[src/rtl/dense_layer_scheduler.sv]
// dense_layer_scheduler: issues one descriptor beat per weight row of a dense layer, credit-limited by returning results
// Ports: clk/reset (sync, active-high); start + layer_index/row_count/dense_type/act_type are latched when IDLE;
// issue_valid/issue_ready handshake carries w_layer_index/w_row_index/dense_type_out/act_type_out to the pipeline front;
// result_valid marks a row returning from the pipeline tail; busy, done (one-cycle pulse), inflight (outstanding rows).
// Optional macro DENSE_SCHED_ERR_EN adds a sticky err output flagging returns with nothing outstanding or while IDLE.
module dense_layer_scheduler #(
  parameter int dense_type_size = 4,
  parameter int act_type_size = 4,
  parameter int max_inflight = 4,
  localparam int cnt_w = $clog2(max_inflight + 1)
) (
  input  logic                       clk,
  input  logic                       reset,
  input  logic                       start,
  input  logic [31:0]                layer_index,
  input  logic [31:0]                row_count,
  input  logic [dense_type_size-1:0] dense_type,
  input  logic [act_type_size-1:0]   act_type,
  output logic                       issue_valid,
  input  logic                       issue_ready,
  output logic [31:0]                w_layer_index,
  output logic [31:0]                w_row_index,
  output logic [dense_type_size-1:0] dense_type_out,
  output logic [act_type_size-1:0]   act_type_out,
  input  logic                       result_valid,
  output logic                       busy,
  output logic                       done,
  output logic [cnt_w-1:0]           inflight
`ifdef DENSE_SCHED_ERR_EN
  ,output logic                      err
`endif
);
  typedef enum logic [1:0] {IDLE, ISSUE, DRAIN, DONE} state_t;
  localparam logic [cnt_w-1:0] max_c = cnt_w'(max_inflight);
  state_t state;
  logic [31:0] row_cnt;
  logic fire, last;
  logic [cnt_w-1:0] inflight_n;
  assign issue_valid = state == ISSUE && inflight < max_c;
  assign fire = issue_valid && issue_ready;
  assign last = w_row_index == row_cnt - 32'd1;
  assign busy = state != IDLE;
  assign done = state == DONE;
  // a return with nothing outstanding is dropped so the counter floors at zero
  always_comb inflight_n = fire && !result_valid ? inflight + cnt_w'(1)
                         : !fire && result_valid && inflight != '0 ? inflight - cnt_w'(1)
                         : inflight;
  always_ff @(posedge clk) begin
    if (reset) begin
      state <= IDLE;
      row_cnt <= '0;
      w_layer_index <= '0;
      w_row_index <= '0;
      dense_type_out <= '0;
      act_type_out <= '0;
      inflight <= '0;
    end else begin
      inflight <= inflight_n;
      case (state)
        IDLE: if (start) begin
          row_cnt <= row_count;
          w_layer_index <= layer_index;
          w_row_index <= '0;
          dense_type_out <= dense_type;
          act_type_out <= act_type;
          state <= row_count == '0 ? DONE : ISSUE;
        end
        // the row index is not advanced past the final row so it holds its last issued value
        ISSUE: if (fire) begin
          if (last) state <= DRAIN;
          else w_row_index <= w_row_index + 32'd1;
        end
        DRAIN: if (inflight_n == '0) state <= DONE;
        default: state <= IDLE;
      endcase
    end
  end
`ifdef DENSE_SCHED_ERR_EN
  always_ff @(posedge clk)
    if (reset) err <= 1'b0;
    else if (result_valid && (inflight == '0 || state == IDLE)) err <= 1'b1;
`endif
endmodule

[config.mk]
export PLATFORM = sky130hd
export DESIGN_NAME = dense_layer_scheduler
export DESIGN_NICKNAME = d
export VERILOG_FILES = /design/src/rtl/dense_layer_scheduler.sv
export SDC_FILE = /design/constraint.sdc
export NUM_CORES = 1
export LEC_CHECK = 0
export ABC_CLOCK_PERIOD_IN_PS = 4500
export BUFFER_PORTS_ARGS = -buffer_cell sky130_fd_sc_hd__clkbuf_2
export CORE_ASPECT_RATIO = 0.5
export CORE_UTILIZATION = 53
export DETAILED_ROUTE_END_ITERATION = 8
export HOLD_SLACK_MARGIN = 0.12
export PLACE_DENSITY_LB_ADDON = 0.1
export SETUP_SLACK_MARGIN = 0.2
export SYNTH_ARGS = -nofsm -noshare
export SYNTH_HDL_FRONTEND = slang
export SYNTH_SLANG_ARGS = --single-unit
[constraint.sdc]
create_clock -name clk -period 4.5 [get_ports clk]
set_input_delay 0.9 -clock clk [delete_from_list [all_inputs] [get_ports clk]]
set_output_delay 0.9 -clock clk [all_outputs]
set_load 0.02 [all_outputs]
==> flow_summary.json, run 1 <==
{
  "i_o_pin_cnt": 155,
  "synthesis.yosys.warnings": 0,
  "min-delay-start": "w_layer_index[8]",
  "clk_pin_slew_ns": 0.08,
  "grt_first_pass_wirelength_um": 25600,
  "h-tree-depth": 3,
  "syn_inst_count": 759,
  "clock_tree.root_cell": "clkbuf_16",
  "max-slew-margin-rel": 0.376,
  "detailedRoute.firstIterationViolations": 353,
  "chipHeight_um": 76.3,
  "area_growth_pct": 19.0,
  "num_vias": 5911,
  "layout.cells.most_common": "nand2_1",
  "max_freq_mhz": 246,
  "timing_max_transition_violations_final": 0,
  "critical-path-max-stage-delay_ns": 0.60,
  "outcome": "completed",
  "worst_clock_skew_ns": 0.00979,
  "irDropWorstVdd_mv": 0.286,
  "drcViolationCount": 0,
  "cts_tree": "done",
  "gr-usage-all-layers": 0.278,
  "hold_path_class": "flip-flop to flip-flop",
  "final-instance-count-excl-fill": 1031,
  "power_per_cell_area_nw_per_um2": 488,
  "hold_viol": 0,
  "timing.critical_path.required_ns": 4.75,
  "drive_gt1_frac": 0.213,
  "final.setup.tns_ns": 0,
  "cpMaxStageDelayCell": "or4_1",
  "async_flop_share": 0,
  "cts_post_setup_buffers_inserted": 0,
  "ctsLongestPathBuffers": 2,
  "crit_path_cell_trace": "inv_1 > ha_1 > or3b_4 > or4_4 > or3_1 > xnor2_1 > a2111o_1 > or4_1 > o31ai_2 > nand2_1 > a221oi_1",
  "numPortBuffers": 154,
  "tightestPinTransition_ns": 0.934,
  "grt_setup_unrepaired": "no",
  "hpwl_um": 11400,
  "reg2reg_from": "row_cnt[0]",
  "insertedDiodeCount": 0,
  "dr.pass1.iters": 5,
  "placementRows": 26,
  "antenna_violating_nets_post_route": 0,
  "floorplan.initialDensity": 0.559,
  "synth_net_count": 846,
  "maximum_number_of_pins_on_one_net_before_global_route_repair": 85,
  "mostFrequentLayoutCells": "nand2_1 (179), clkbuf_2 (154), dfxtp_1 (109)",
  "setup-violations-final": 0,
  "timing.setup.critical_path_class": "flip-flop to flip-flop",
  "cts_inserted_buffers": 9,
  "globalplace.congestion": 0.914,
  "synth_edf_count": 0,
  "avgViaCountPerCell": 5.73,
  "layout.core_utilization": 0.665,
  "crit_start": "row_cnt[0]",
  "mean_routed_wirelength_per_cell_um": 15.3,
  "antenna_found_initial": 0,
  "grt.overflow.total": 0,
  "final_period_minus_worst_setup_slack_ns": 4.06,
  "data_arrival_time_at_the_worst_slack_endpoint_ns": 4.31,
  "power_leakage_nw": 2.83,
  "final.period_utilization": 0.902,
  "fill_cells": 992,
  "synth_cell_type_count": 62,
  "post-place-cells": 1015,
  "die_area_um2": 11500,
  "setup_slack_ns": 0.443,
  "drv_cap": 0,
  "first_global_vias": 5282,
  "synthFlopType": "dfxtp_1",
  "synth_seq_area_share": 0.373,
  "clkLatencyLatePin_ns": 0.35,
  "worstPathMaxFanout": 7,
  "syn_avg_cell_area_um2": 7.71,
  "place_worst_setup_slack_ns": 0.394,
  "clkSinkCount": 109,
  "synthesis.area_um2": 5850,
  "final_nets": 973,
  "crit_path_end_kind": "flip-flop",
  "chipWidth_um": 151,
  "core_area_um2": 10500,
  "crit_path_start_kind": "flip-flop",
  "synth-seq-cells": 109,
  "detail_route.wirelength_um": 15800
}
-- worst paths after layout --
check,end,slack (ns),cells after the start
worst max-delay path,state[0],0.44,11
worst min-delay path,w_layer_index[8],0.46,2
worst max register to register,state[0],0.44,11
worst min register to register,w_layer_index[8],0.46,2
-- cells in the mapped netlist (4+ instances only) --
cell / n / area share
nand2_1: 180 / 0.12
dfxtp_1: 109 / 0.37
a21oi_1: 102 / 0.087
clkbuf_1: 30 / 0.019
or4_1: 27 / 0.035
xnor2_1: 25 / 0.037
inv_1: 23 / 0.015
nor2_1: 22 / 0.014
o31ai_1: 19 / 0.024
xor2_1: 18 / 0.027
nand3_1: 17 / 0.015
nor3_1: 17 / 0.015
nor4_1: 17 / 0.018
or3_1: 16 / 0.017
nand4_1: 12 / 0.013
and2_1: 10 / 0.011
ha_1: 10 / 0.021
o21ai_1: 8 / 0.0068
and3_1: 6 / 0.0064
buf_1: 6 / 0.0038
o21ai_0: 6 / 0.0051
a31oi_1: 5 / 0.0053
and4_1: 5 / 0.0075
nor2b_1: 5 / 0.0053
buf_2: 4 / 0.0034
mux2i_1: 4 / 0.0068
nor4_4: 4 / 0.015
-- cells by family after synthesis --
| group | Yosys count | share of synthesized area |
|---|---|---|
| adder cells (fa/ha/maj) | 10 | 0.0214 |
| AO/OA/AOI/OAI | 170 | 0.176 |
| XOR/XNOR | 43 | 0.0644 |
| multiplexers | 4 | 0.00684 |
| AND/OR/NAND/NOR | 357 | 0.312 |
| flip-flops | 109 | 0.373 |
| buffers and inverters | 66 | 0.0464 |
-- layer usage --
layer  global-route usage  wire length [um]
met5                    0                 0
met4               0.0630               143
met3               0.0862              1400
met2                0.430              6910
met1                0.376              7360
-- where the power goes --
part / switching [mW] / internal, mW
Sequential: 0.146 / 1.10
Combinational: 0.854 / 0.509
Clock: 0.398 / 0.393
Total: 1.40 / 2.00
-- metrics by stage --
stage               power (mW)  hold slack, ns  cell area, um^2
floorplan                 2.25           0.449             5850
global placement          2.57           0.441             6660
detailed placement        2.61           0.446             6660
CTS                       3.40           0.457             6960
global route              3.61           0.478             6960
finish                    3.40           0.456             6960
-- layout make-up --
cell class	count	area [um^2]	share of cell area
Inverter	23	86.3	0.0124
Clock inverter	6	67.6	0.00970
Sequential cell	109	2180	0.313
Timing Repair Buffer	159	812	0.117
Clock buffer	10	229	0.0329
Multi-Input combinational cell	584	3410	0.490
Tap cell	140	175	0.0252
-- sequential cells by signal (all words and copies together) (netlist names) --
| signal | count |
|---|---|
| w_row_index | 32 |
| w_layer_index | 32 |
| state | 2 |
| dense_type_out | 4 |
| act_type_out | 4 |
| inflight | 3 |
| row_cnt | 32 |
-- worst max-delay path, delay by kind of cell, from the launching register on --
kind / cells / cell delay, ns
DFF: 1 / 0.37
and+or+nand+nor: 5 / 2.03
buffers and inverters: 1 / 0.09
xor gates and xnor gates: 1 / 0.14
AOI/OAI and AO/OA: 3 / 1.05
adders and majority gates: 1 / 0.27
-- timing repair --
item                                   4_1_cts  5_1_grt
resized for setup                            0        2
endpoints found under the hold margin        0        0
hold buffers                                 0        0
setup endpoints to repair                    0       29
(Power assumes the default switching activity.)
==> run 2: changes to the inputs <==
--- a/config.mk
+++ b/config.mk
@@ -7,12 +7,13 @@
 export LEC_CHECK = 0
 export ABC_CLOCK_PERIOD_IN_PS = 4500
 export BUFFER_PORTS_ARGS = -buffer_cell sky130_fd_sc_hd__clkbuf_2
-export CORE_ASPECT_RATIO = 0.5
+export CORE_ASPECT_RATIO = 0.6
 export CORE_UTILIZATION = 53
 export DETAILED_ROUTE_END_ITERATION = 8
 export HOLD_SLACK_MARGIN = 0.12
 export PLACE_DENSITY_LB_ADDON = 0.1
 export SETUP_SLACK_MARGIN = 0.2
+export SLEW_MARGIN = 0
 export SYNTH_ARGS = -nofsm -noshare
 export SYNTH_HDL_FRONTEND = slang
 export SYNTH_SLANG_ARGS = --single-unit
==> run 2 against run 1 <==
Global-route usage rose by 1.4 points; sequential power barely moved; non-clock buffer count unchanged; via count rose by 2.7%; hold slack improved by 0.0027 ns; sequential share of layout area about the same; critical endpoint is now state[1]; largest cell class unchanged; largest power group unchanged.
==> flow_summary.json, run 2 (same netlist as run 1, synthesis figures left out) <==
{
  "grt_setup_unrepaired": "no",
  "layout.cells.most_common": "nand2_1",
  "first_global_vias": 5262,
  "reg.largest.list": "row_cnt: 32 flops, w_layer_index: 32 flops, w_row_index: 32 flops",
  "dr.pass1.iters": 5,
  "cts_inserted_buffers": 9,
  "worstPathMaxFanout": 7,
  "antenna_found_initial": 0,
  "die_area_um2": 11500,
  "numPortBuffers": 154,
  "tightestPinTransition_ns": 0.921,
  "clkSinkCount": 109,
  "core_area_um2": 10700,
  "antenna_violating_nets_post_route": 0,
  "final_nets": 973,
  "mostFrequentLayoutCells": "nand2_1 (179), clkbuf_2 (154), dfxtp_1 (109)",
  "final.period_utilization": 0.894,
  "detail_route.wirelength_um": 16500,
  "i_o_pin_cnt": 155,
  "gr-usage-all-layers": 0.291,
  "power_per_cell_area_nw_per_um2": 493,
  "reg2reg_from": "row_cnt[0]",
  "grt_first_pass_wirelength_um": 26500,
  "regToRegSetupSlack_ns": 0.48,
  "drive_gt1_frac": 0.214,
  "num_vias": 6071,
  "crit_path_start_kind": "flip-flop",
  "insertedDiodeCount": 0,
  "avgViaCountPerCell": 5.89,
  "power_leakage_nw": 2.84,
  "hpwl_um": 12100,
  "h-tree-depth": 3,
  "placementRows": 29,
  "rr_endpoint": "state[1]",
  "final_period_minus_worst_setup_slack_ns": 4.02,
  "setup_slack_ns": 0.479,
  "setup-violations-final": 0,
  "outcome": "completed",
  "hold_viol": 0,
  "final.setup.tns_ns": 0,
  "min-delay-start": "dense_type_out[0]",
  "maximum_number_of_pins_on_one_net_before_global_route_repair": 85,
  "max_freq_mhz": 249,
  "ctsLongestPathBuffers": 2,
  "crit_path_end_kind": "flip-flop",
  "area_growth_pct": 19.1,
  "timing.setup.critical_path_class": "flip-flop to flip-flop",
  "timing_max_transition_violations_final": 0,
  "floorplan.initialDensity": 0.548,
  "drv_cap": 0,
  "clk_pin_slew_ns": 0.08,
  "globalplace.congestion": 0.905,
  "clock_tree.root_cell": "clkbuf_16",
  "worst-r2r-cell-count": 11,
  "drcViolationCount": 0,
  "chipHeight_um": 83.4,
  "mean_routed_wirelength_per_cell_um": 16.0,
  "timing.critical_path.required_ns": 4.75,
  "worst_clock_skew_ns": 0.00676,
  "chipWidth_um": 138,
  "detailedRoute.firstIterationViolations": 557,
  "data_arrival_time_at_the_worst_slack_endpoint_ns": 4.27,
  "hold_path_class": "flip-flop to flip-flop",
  "power_mw": 3.43,
  "timing.critical_path.to": "state[1]",
  "crit_start": "row_cnt[0]",
  "irDropWorstVdd_mv": 0.330,
  "place_worst_setup_slack_ns": 0.390,
  "clkLatencyLatePin_ns": 0.35,
  "cts_tree": "done",
  "max-slew-margin-rel": 0.385,
  "grt.overflow.total": 0
}
==> run 2: changes by cell type in the layout (fill, tap and decap cells not counted) <==
cell and change:
clkinv_8 -1, inv_8 +1, clkbuf_8 +1, clkbuf_1 -1
==> run 2: cell type report <==
type,instances,area (um^2)
Inverter,23,86.3
Multi-Input combinational cell,584,3410
Clock inverter,6,62.6
Tap cell,139,174
Clock buffer,10,239
Fill cell,958,3700
Timing Repair Buffer,159,812
Sequential cell,109,2180
==> run 2: per-stage QoR <==
step	area, um^2	std cells	hold slack, ns	util
after floorplan	5850	759	0.449	-
final	6970	1030	0.459	0.653
after detailed placement	6660	1014	0.446	0.624
after CTS	6960	1030	0.456	0.652
after global placement	6660	1014	0.441	0.624
after global routing	6970	1030	0.473	0.653
==> run 2: what timing repair did <==
item	4_1_cts	5_1_grt
endpoints found under the hold margin	0	0
resized for setup	0	2
setup buffers	0	0
hold buffers	0	0
endpoints found under the setup margin	0	28
==> run 2: worst min-delay path by stage <==
stage,to,depth (start not counted)
2_1_floorplan,row_cnt[31],2
6_report,dense_type_out[0],2
4_1_cts,act_type_out[3],2
5_1_grt,act_type_out[3],2
3_5_place_dp,act_type_out[3],2
3_3_place_gp,w_layer_index[12],2
==> run 2: layer usage <==
layer	share of wire	wire, um	up-vias	track usage
met2	0.45	7370	234	0.440
met3	0.066	1100	19	0.0495
met5	0	0	-	0
li1	-	-	2946	-
met1	0.48	7910	2872	0.429
met4	0.0085	140	0	0.0609
==> run 2: worst max-delay path, cell delays in order (launching register included) <==
cell	delay [ns]
dfxtp_1	0.37
inv_1	0.08
ha_1	0.26
or3b_4	0.46
or4_4	0.48
or3_1	0.35
xnor2_1	0.14
a2111o_1	0.40
or4_1	0.56
o31ai_2	0.36
nand2_1	0.15
o41ai_2	0.31
==> run 2: where the power goes <==
part | switching (mW) | internal, mW | leakage, nW
clock | 0.398 | 0.407 | 0.149
sequential | 0.145 | 1.10 | 0.890
combinational | 0.878 | 0.507 | 1.80
==> run 3: changes to the inputs <==
--- a/config.mk
+++ b/config.mk
@@ -5,10 +5,11 @@
 export SDC_FILE = /design/constraint.sdc
 export NUM_CORES = 1
 export LEC_CHECK = 0
+export ABC_AREA = 1
 export ABC_CLOCK_PERIOD_IN_PS = 4500
 export BUFFER_PORTS_ARGS = -buffer_cell sky130_fd_sc_hd__clkbuf_2
 export CORE_ASPECT_RATIO = 0.6
-export CORE_UTILIZATION = 53
+export CORE_UTILIZATION = 55
 export DETAILED_ROUTE_END_ITERATION = 8
 export HOLD_SLACK_MARGIN = 0.12
 export PLACE_DENSITY_LB_ADDON = 0.1
==> run 3 against run 2 <==
Final area increased by 12%; die area increased by 9.8%; core utilization increased by 2.1 points; setup slack improved by 0.84 ns; sequential power increased by 7%; flip-flop and latch count unchanged; global-route usage increased by 2.9 points.
==> flow_summary.json, run 3 <==
{
  "outcome": "completed",
  "core_area_um2": 11600,
  "detail_route.wirelength_um": 19300,
  "die_area_um2": 12600,
  "grt.overflow.total": 0,
  "timing.setup.critical_path_class": "flip-flop to primary output",
  "synth_cell_type_count": 35,
  "rr_endpoint": "w_row_index[1]",
  "synthFlopType": "dfxtp_1",
  "hold_viol": 0,
  "regToRegSetupSlack_ns": 1.36,
  "crit_path_start_kind": "flip-flop",
  "setup-violations-final": 0,
  "avgViaCountPerCell": 5.32,
  "critical_path.most_common_cell": "inv_1",
  "final.setup.tns_ns": 0,
  "area_growth_pct": 16.6,
  "chipHeight_um": 87.4,
  "hpwl_um": 14600,
  "detailedRoute.firstIterationViolations": 665,
  "mostFrequentLayoutCells": "nor2_1 (207), nand2_1 (159), clkbuf_2 (154)",
  "cpMaxStageDelayCell": "inv_1",
  "clockPowerShare": 0.195,
  "max_freq_mhz": 314,
  "final_nets": 1210,
  "synth_net_count": 1086,
  "cts_tree": "done",
  "final.hold.worst_slack_ns": 0.485,
  "floorplan.initialDensity": 0.578,
  "synth_top_cells_by_area": "dfxtp_1 (33%), nor2_1 (12%), nand2_1 (9.0%)",
  "data_arrival_time_at_the_worst_slack_endpoint_ns": 2.28,
  "holdPathStages": 2,
  "final_period_minus_worst_setup_slack_ns": 3.18,
  "power_per_cell_area_nw_per_um2": 531,
  "clk_pin_slew_ns": 0.08,
  "mean_routed_wirelength_per_cell_um": 15.0,
  "fill_cells": 1140,
  "first_global_vias": 6131,
  "crit_path_end_kind": "primary output",
  "critical-path-max-stage-delay_ns": 0.81,
  "chipWidth_um": 144,
  "num_vias": 6848,
  "dr.pass1.iters": 5,
  "min-delay-start": "w_layer_index[6]",
  "async_flop_share": 0,
  "ys_top_cells_by_count": "nor2_1 (207), nand2_1 (160), dfxtp_1 (109)",
  "synth_edf_count": 0,
  "clkLatencyLatePin_ns": 0.36,
  "final.period_utilization": 0.708,
  "switching_power_mw": 1.99,
  "maximum_number_of_pins_on_one_net_before_global_route_repair": 74,
  "cts_post_setup_buffers_inserted": 0,
  "syn_avg_cell_area_um2": 6.69,
  "synth_seq_area_share": 0.327,
  "whs_endpoint": "w_layer_index[6]",
  "clkSinkCount": 109,
  "globalplace.congestion": 0.961,
  "reg2reg_from": "row_cnt[0]",
  "reg.largest.list": "row_cnt: 32 flops, w_layer_index: 32 flops, w_row_index: 32 flops",
  "cts.hold.buffers_added": 0,
  "drv_cap": 0,
  "synthesis.area_um2": 6680,
  "timing_max_transition_violations_final": 0,
  "placementRows": 30,
  "numPortBuffers": 154,
  "layout.cells.most_common": "nor2_1",
  "synth_top_area_frac": 0.327,
  "drcViolationCount": 0,
  "tightestPinTransition_ns": 1.01,
  "switching_share": 0.480,
  "antenna_violating_nets_post_route": 0,
  "cts_resized": 0,
  "i_o_pin_cnt": 155,
  "h-tree-depth": 3,
  "drive_gt1_frac": 0.228,
  "syn_inst_count": 999,
  "cts_inserted_buffers": 9,
  "power_leakage_nw": 3.35,
  "synth.most_common_cell": "nor2_1",
  "grt_setup_unrepaired": "no",
  "clock_tree.root_cell": "clkbuf_16",
  "irDropWorstVdd_mv": 0.330,
  "synth_largest_area_cell": "dfxtp_1",
  "crit_path_cell_trace": "inv_1 > ha_1 > inv_1 > nor2_1 > clkbuf_2",
  "worst_clock_skew_ns": 0.00910,
  "p_seq_frac": 0.321,
  "synth-seq-cells": 109,
  "grt_first_pass_wirelength_um": 31300,
  "pwr-share-comb": 0.484,
  "max-slew-margin-rel": 0.326,
  "gr-usage-all-layers": 0.320,
  "timing.critical_path.required_ns": 3.60,
  "worstPathMaxFanout": 32,
  "ctsLongestPathBuffers": 2,
  "worst-r2r-cell-count": 17,
  "antenna_found_initial": 0,
  "p_int_mw": 2.15,
  "hold_path_class": "flip-flop to flip-flop",
  "synthesis.yosys.warnings": 0,
  "insertedDiodeCount": 0
}
## run 3: changes by cell type after synthesis, sizes merged, moves of 23 or more
cell   change
nor2     +201
inv       +69
o21ai     +65
a21oi     -41
nand4     +34
or4       -28
xor2      +23
## run 3: power by group through the flow
| stage | logic, mW | clock network, mW | registers [mW] |
|---|---|---|---|
| after floorplan | 1.41 | 0 | 1.44 |
| after global placement | 1.94 | 0 | 1.34 |
| after detailed placement | 1.97 | 0 | 1.35 |
| after CTS | 1.98 | 0.810 | 1.33 |
| after global routing | 2.23 | 0.853 | 1.36 |
| final | 2.00 | 0.808 | 1.33 |
## run 3: stage by stage
stage	power [mW]	instance area [um^2]	cells	util	worst slack [ns]
4_1_cts	4.11	7790	1288	0.674	1.34
3_5_place_dp	3.32	7490	1272	0.648	1.39
6_report	4.14	7790	1288	0.674	1.32
5_1_grt	4.44	7790	1288	0.674	1.11
2_1_floorplan	2.85	6680	999	-	2.31
3_3_place_gp	3.29	7490	1272	0.648	1.47
## run 3: cells by family after synthesis
family / count (synthesis) / share of synthesized area
simple gates: 531 / 0.361
compound gates: 145 / 0.125
buf+inv: 139 / 0.0835
flops: 109 / 0.327
xor+xnor: 65 / 0.0852
fa+ha+maj: 10 / 0.0187
## run 3: how the worst max path moves through the flow
stage	endpoint	slack, ns	from
finish	issue_valid	1.32	state[1]
global route	w_row_index[1]	1.11	row_cnt[0]
CTS	issue_valid	1.34	state[1]
detailed placement	w_row_index[1]	1.39	row_cnt[0]
global placement	w_row_index[1]	1.47	row_cnt[14]
floorplan	issue_valid	2.31	state[1]
## run 3: cell type report
cell class                 instances  area, um^2  share of cell area
clock inverter                     6        61.3             0.00787
multi-input combinational        751        3950               0.507
sequential                       109        2180               0.280
timing repair buffer             160         816               0.105
tap                              160         200              0.0257
inverter                          92         345              0.0443
clock buffer                      10         239              0.0307
## run 3: critical path: cells and delay by family, from the launching register on
family | cells | cell delay, ns
fa+ha+maj | 1 | 0.35
buf+inv | 3 | 1.10
flops | 1 | 0.39
simple gates | 1 | 0.08
## run 3: layer usage
metal / wire, um / part of all wire / global-route usage / vias up
li1: - / - / - / 3479
met1: 9920 / 0.51 / 0.483 / 3067
met2: 7380 / 0.38 / 0.448 / 286
met3: 1850 / 0.096 / 0.0885 / 16
met4: 155 / 0.0080 / 0.0526 / 0
met5: 0 / 0 / 0 / -
